[src/rtl/core_pkg.sv]
// ---------------------------------------------------------------------------
// core_pkg
// Shared definitions for the RV32 front end.
//   XLEN            : architectural register / PC width
//   IMEM_AW_DEFAULT : default instruction ROM word-address width (64 words)
//   NOP_INST        : bubble encoding, ADDI x0,x0,0
//   if_id_t         : contents of the IF/ID pipeline register
//   word_align()    : clears the byte-offset bits of a byte address
// ---------------------------------------------------------------------------
package core_pkg;

    localparam int          XLEN            = 32;
    localparam int          IMEM_AW_DEFAULT = 6;
    localparam logic [31:0] NOP_INST        = 32'h0000_0013;

    typedef struct packed {
        logic [XLEN-1:0] pc;
        logic [31:0]     inst;
        logic            valid;
    } if_id_t;

    function automatic logic [XLEN-1:0] word_align(input logic [XLEN-1:0] addr);
        return {addr[XLEN-1:2], 2'b00};
    endfunction

endpackage

[src/rtl/fetch_unit_if_id_reg.sv]
// ---------------------------------------------------------------------------
// if_id_reg
// IF/ID pipeline register with hold and flush controls.
// Priority: reset > flush > hold > load.
// Ports:
//   clk    : rising-edge clock
//   rst    : synchronous active-low reset
//   hold   : keep the current contents
//   flush  : load a bubble (pc taken from d, inst = NOP, valid = 0)
//   d      : next contents in normal operation
//   q      : current contents
// ---------------------------------------------------------------------------
module if_id_reg
    import core_pkg::*;
#(
    parameter logic [31:0] BUBBLE_INST = core_pkg::NOP_INST
) (
    input  logic   clk,
    input  logic   rst,
    input  logic   hold,
    input  logic   flush,
    input  if_id_t d,
    output if_id_t q
);

    if_id_t q_reg;

    always_ff @(posedge clk) begin
        if (!rst) begin
            q_reg.pc    <= '0;
            q_reg.inst  <= BUBBLE_INST;
            q_reg.valid <= 1'b0;
        end else if (flush) begin
            // The flushed slot still records the PC it was fetched from.
            q_reg.pc    <= d.pc;
            q_reg.inst  <= BUBBLE_INST;
            q_reg.valid <= 1'b0;
        end else if (!hold) begin
            q_reg <= d;
        end
    end

    assign q = q_reg;

endmodule

[src/rtl/fetch_unit.sv]
// ---------------------------------------------------------------------------
// fetch_unit
// Instruction-fetch stage: owns the PC, addresses the instruction ROM and
// captures the returned word into IF/ID. Handles decode stalls and
// execute-stage redirects (which flush IF/ID).
// Optional feature macro: FETCH_PERF_CNT_EN adds fetch_cnt / flush_cnt.
// Ports:
//   clk, rst         : clock, synchronous active-low reset
//   stall            : hold PC and IF/ID
//   redirect         : taken branch/jump from EX this cycle
//   redirect_pc      : byte target of the redirect
//   imem_addr        : ROM word address (pc[IMEM_AW+1:2])
//   imem_data        : ROM read data (combinational from imem_addr)
//   pc               : current fetch PC
//   if_id_pc/inst/valid : IF/ID register contents
//   misalign         : one-cycle pulse, redirect target was not word aligned
//   oob              : current pc is outside the ROM range
//   fetch_cnt        : (optional) count of in-range normal advances
//   flush_cnt        : (optional) count of redirect cycles
// ---------------------------------------------------------------------------
module fetch_unit #(
    parameter logic [31:0] RESET_PC = 32'h0000_0000,
    parameter int          IMEM_AW  = core_pkg::IMEM_AW_DEFAULT,
    parameter logic [31:0] NOP_INST = core_pkg::NOP_INST
) (
    input  logic               clk,
    input  logic               rst,
    input  logic               stall,
    input  logic               redirect,
    input  logic [31:0]        redirect_pc,
    output logic [IMEM_AW-1:0] imem_addr,
    input  logic [31:0]        imem_data,
    output logic [31:0]        pc,
    output logic [31:0]        if_id_pc,
    output logic [31:0]        if_id_inst,
    output logic               if_id_valid,
    output logic               misalign,
    output logic               oob
`ifdef FETCH_PERF_CNT_EN
    ,
    output logic [31:0]        fetch_cnt,
    output logic [31:0]        flush_cnt
`endif
);

    import core_pkg::*;

    logic [31:0] pc_reg;
    logic [31:0] pc_next;
    logic        misalign_reg;
    logic        oob_now;
    if_id_t      if_id_d;
    if_id_t      if_id_q;

    // Any set bit above the ROM byte-address range means the ROM address
    // would alias; such words must never reach decode as valid.
    assign oob_now   = |pc_reg[31:IMEM_AW+2];
    assign imem_addr = pc_reg[IMEM_AW+1:2];

    always_comb begin
        pc_next = pc_reg;
        if (redirect) begin
            pc_next = word_align(redirect_pc);
        end else if (!stall) begin
            pc_next = pc_reg + 32'd4;   // wraps naturally at 2^32
        end
    end

    always_ff @(posedge clk) begin
        if (!rst) begin
            pc_reg       <= RESET_PC;
            misalign_reg <= 1'b0;
        end else begin
            pc_reg       <= pc_next;
            misalign_reg <= redirect & (|redirect_pc[1:0]);
        end
    end

    always_comb begin
        if_id_d.pc    = pc_reg;
        if_id_d.inst  = oob_now ? NOP_INST : imem_data;
        if_id_d.valid = ~oob_now;
    end

    if_id_reg #(
        .BUBBLE_INST (NOP_INST)
    ) u_if_id_reg (
        .clk   (clk),
        .rst   (rst),
        .hold  (stall),
        .flush (redirect),
        .d     (if_id_d),
        .q     (if_id_q)
    );

    assign pc          = pc_reg;
    assign if_id_pc    = if_id_q.pc;
    assign if_id_inst  = if_id_q.inst;
    assign if_id_valid = if_id_q.valid;
    assign misalign    = misalign_reg;
    assign oob         = oob_now;

`ifdef FETCH_PERF_CNT_EN
    logic [31:0] fetch_cnt_reg;
    logic [31:0] flush_cnt_reg;

    always_ff @(posedge clk) begin
        if (!rst) begin
            fetch_cnt_reg <= '0;
            flush_cnt_reg <= '0;
        end else if (redirect) begin
            flush_cnt_reg <= flush_cnt_reg + 32'd1;
        end else if (!stall && !oob_now) begin
            fetch_cnt_reg <= fetch_cnt_reg + 32'd1;
        end
    end

    assign fetch_cnt = fetch_cnt_reg;
    assign flush_cnt = flush_cnt_reg;
`endif

endmodule

[config.mk]
export PLATFORM = sky130hd
export DESIGN_NAME = fetch_unit
export DESIGN_NICKNAME = d
export VERILOG_FILES = /design/src/rtl/core_pkg.sv /design/src/rtl/fetch_unit_if_id_reg.sv /design/src/rtl/fetch_unit.sv
export SDC_FILE = /design/constraint.sdc
export NUM_CORES = 1
export LEC_CHECK = 0
export CORE_UTILIZATION = 50
export CTS_BUF_LIST = sky130_fd_sc_hd__clkbuf_4
export DETAILED_ROUTE_END_ITERATION = 7
export MAX_ROUTING_LAYER = met4
export PLACE_DENSITY = 0.89
export SETUP_SLACK_MARGIN = 0.02
export SLEW_MARGIN = 10
export SYNTH_ARGS = -nofsm -noshare
export SYNTH_HDL_FRONTEND = slang
export SYNTH_SLANG_ARGS = --single-unit
[constraint.sdc]
create_clock -name clk -period 4.9 [get_ports clk]
set_input_delay 0.49 -clock clk [delete_from_list [all_inputs] [get_ports clk]]
set_output_delay 0.49 -clock clk [all_outputs]
set_load 0.005 [all_outputs]
# --- Word level (Yosys, flattened, before mapping) ---
# Index checks and enable logic that the tools add are counted.
word_totals:
  wordCells: 19
  output_inout_bits: 105
  in_bits: 68
  regBits: 98
op_classes:
  n_eq_ne: 1
  reduce_logical: 3
  addsub: 1
  mux: 5
  n_bitwise: 3
op_table:
  columns: ["op", "n"]
  rows:
  - ["65-bit 2-to-1 mux", 2]
  - ["32-bit 2-to-1 mux", 3]
  - ["32-bit by 3-bit adder with 32-bit output, second input constant", 1]
  - ["24-bit OR reduction", 1]
  - ["2-bit OR reduction", 2]
  - ["2-bit by 1-bit != test with 1-bit output, second input constant", 1]
  - ["1-bit NOT", 2]
  - ["1-bit bitwise AND", 1]

# --- Logic depth before layout (Yosys ltp) ---
depth:
  word_depth: 4
  mapped_depth: 6
  mapped_depth_nobuf: 5

# --- Cells and area by module ---
# From an unflattened synthesis, not the netlist that was laid out.
hier_totals:
  hier_cells: 569
  area_unflattened_um2: 4946.0
modules_own_cells:
  columns: ["module", "n_inst", "area_each_um2", "cells_per_inst", "seq_area_each_um2"]
  rows:
  - ["fetch_unit", 1, 2479.9, 321, 620.6]
  - ["if_id_reg", 1, 2466.1, 248, 1301.2]

# --- Worst setup path before layout ---
# No wires, ideal clock.
synth_path:
  path_type: "register to output"
  from: "register pc_reg[8] (netlist: pc[8])"
  to: "output port oob"
  arrival_time_ns: 1.315
  n_path_buf: 2
  path_slack_ns: 3.095
  stages_incl_launch_ff: 6
  required_ns: 4.410
  cell_sequence: "dfxtp_1 -> buf_6 -> nor4_4 -> nand4_2 -> buf_2 -> or2_2"
synth_between:
  elab_chain_cells: 1
synth_rtl:
  columns: ["element", "line_no", "source"]
  rows:
  - ["start, declared", "fetch_unit.sv:48", "logic [31:0] pc_reg;"]
  - ["start signal, assigned", "fetch_unit.sv:74", "pc_reg <= pc_next;"]
  - ["24-bit OR reduction", "fetch_unit.sv:57", "assign oob_now = |pc_reg[31:IMEM_AW+2];"]
  - ["end, declared", "fetch_unit.sv:38", "output logic oob"]
# No other way between the ends.

# --- Final worst setup path ---
# Same ends and word-level chain as after synthesis.

==> impl_metrics.py <==
metrics = {
    "timing": {
        "tns_ps": 0,
        "fmax_mhz": 303,
        "min_period_over_period": 0.675,
        "worstMarginPinSlew_ps": 1060,
        "fin_hold_ws_ps": 464,
        "relSlewSlack": 0.294,
        "hold_violations": 0,
        "setup_violations": 0,
        "finalClockSkew_ps": 14.6,
        "grt_setup_unrepaired": "false",
        "min_period_ps": 3310,
        "slew_violations": 0,
        "setup_slack_ps": 1590,
    },
    "worst_setup_path": {
        "path_max_fanout": 34,
        "path_class": "flip-flop to output port",
        "worst-endpoint-required_ps": 4410,
        "crit_path_end_kind": "output port",
        "worstSetupStartpointType": "flip-flop",
        "cp.arrival_ps": 2820,
    },
    "placed_design": {
        "gp_congestion": 0.822,
        "dpl.hpwl_um": 8800,
        "io_buffers": 168,
        "dp_cells": 777,
        "dp_slack_ps": 1810,
        "placed_area_mm2": 0.00605,
    },
    "power_and_ir_drop": {
        "p_int_mw": 1.15,
        "clkPwrFrac": 0.303,
        "power_switching_mw": 0.395,
        "sw_frac_of_total": 0.256,
        "power_frac_seq": 0.545,
        "powerDensity_mw_per_mm2": 248,
        "combPwrFrac": 0.152,
        "cellLeakagePower_nw": 2.20,
        "ir_drop_mv": 0.136,
        "power_mw": 1.54,
    },
    "floorplan": {
        "initial_core_util": 0.512,
        "core_area_mm2": 0.00920,
        "die_w_um": 99.0,
        "dieArea_mm2": 0.00981,
        "rows": 35,
        "fp.dieH_um": 99.0,
        "ioPinCount": 173,
    },
    "final_layout": {
        "final_cell_mix": "166 x clkdlybuf4s50_1, 106 x nand2_1, 94 x dfxtp_1",
        "fin_util": 0.676,
        "final_common_cell": "clkdlybuf4s50_1",
        "diodes": 0,
        "syn_to_final_growth_pct": 32.2,
        "fillers": 766,
        "nets": 746,
        "seqCellArea_mm2": 0.00188,
        "multi_input_area_mm2": 0.00223,
        "instances_no_fill": 792,
        "drive_gt1_frac": 0.0426,
        "largest_reg_flops": 63,
        "stdcell_area_mm2": 0.00622,
    },
    "cts": {
        "clkTransAtPathRegs_ps": 120,
        "numCtsBuffers": 9,
        "holdBufCountCts": 0,
        "cts_root_buf": "clkbuf_4",
        "htreeDepth": 3,
        "cts_tree": "yes",
        "insertion_delay_ps": 450,
        "cts_resized": 0,
        "post_cts_buffers": 0,
        "cts_buffer_depth": 2,
        "cts.sinks": 94,
    },
    "synthesis": {
        "yosysWarnings": 0,
        "ys_types": 47,
        "ys_ff_latch": 94,
        "synth-seq-area-share": 0.400,
        "avgSynthCellArea_um2": 8.13,
        "syn-cell-area_mm2": 0.00471,
        "synth_async_sr_flop_share": 0,
        "synth_flop_cell": "dfxtp_1",
        "synth_edf_count": 0,
        "synth_cells": 579,
    },
    "grt": {
        "grt_pass1_vias": 4120,
        "grt_pass1_wl_um": 19800,
        "grt.overflow.total": 0,
        "antenna_found_initial": 0,
        "grt.total_usage": 0.261,
        "grt_start_max_net_pins": 77,
    },
    "drt": {
        "drtIter0Drc": 274,
        "final_antenna_net_count": 0,
        "drt_wl_total_um": 12500,
        "wl_per_cell_um": 15.8,
        "vias_per_cell": 5.77,
        "vias": 4567,
        "firstDrtPassIters": 5,
        "route.detailed.drc": 0,
    },
    "min_path": {
        "hp-class": "flip-flop to flip-flop",
    },
    "flow_run": {
        "drv_cap": 0,
    },
    "outcome": {
        "status": "finished, final reports clean",
    },
}
==> final cells by class <==
| class | count | share of cell area |
|---|---|---|
| timing repair buffer | 170 | 0.271 |
| sequential | 94 | 0.302 |
| clock inverter | 4 | 0.0117 |
| clock buffer | 11 | 0.0133 |
| multi-input combinational | 368 | 0.359 |
| inverter | 34 | 0.0205 |
| tap | 111 | 0.0223 |
==> path summary, 6_finish.rpt <==
| kind | startpoint | to | slack (ps) | cells after the start |
|---|---|---|---|---|
| worst max-delay path | pc[8] | oob | 1590 | 4 |
| worst min-delay path | u_if_id_reg.q[11] | u_if_id_reg.q[11] | 460 | 2 |
| worst max register to register | pc[8] | u_if_id_reg.q[18] | 2550 | 4 |
| worst min register to register | u_if_id_reg.q[11] | u_if_id_reg.q[11] | 460 | 2 |
==> critical path, cell delays in order (launching register included) <==
cell and delay (ps):
dfxtp_1 460, nor4_4 310, nand4_2 600, or2_2 530, clkdlybuf4s50_1 460
==> power by group through the flow <==
stage | logic, mW | registers, mW | clock network, mW
3_5_place_dp | 0.234 | 0.858 | 0
6_report | 0.234 | 0.842 | 0.468
4_1_cts | 0.235 | 0.841 | 0.471
3_3_place_gp | 0.228 | 0.856 | 0
5_1_grt | 0.255 | 0.848 | 0.504
2_1_floorplan | 0.138 | 0.839 | 0
==> Yosys cell counts, drive strengths merged, types with 7 or more instances <==
| master | count | area share |
|---|---|---|
| nand2 | 106 | 0.085 |
| dfxtp | 94 | 0.40 |
| buf | 51 | 0.077 |
| a21oi | 36 | 0.038 |
| or4 | 36 | 0.057 |
| clkbuf | 35 | 0.028 |
| inv | 34 | 0.027 |
| a21boi | 30 | 0.048 |
| o21ai | 25 | 0.027 |
| nor4 | 19 | 0.032 |
| nand3 | 11 | 0.014 |
| nand4 | 11 | 0.017 |
| a31oi | 9 | 0.012 |
| and4 | 9 | 0.017 |
| xnor2 | 9 | 0.017 |
| o211a | 7 | 0.015 |
==> layer usage <==
layer | wire length (µm) | GRT usage | vias up
met5 | 0 | - | -
met4 | 408 | 0.122 | 0
met3 | 948 | 0.0617 | 37
met2 | 6130 | 0.422 | 200
met1 | 5000 | 0.307 | 2139
li1 | - | - | 2191
==> cell families after synthesis <==
kind of cell,after synthesis,synth area share
and+or+nand+nor,223,0.265
AOI/OAI and AO/OA,127,0.175
buffers and inverters,120,0.132
DFF,94,0.400
xor gates and xnor gates,12,0.0223
adders and majority gates,1,0.00266
other,1,0.000797
muxes,1,0.00213
(Power assumes the default switching activity.)
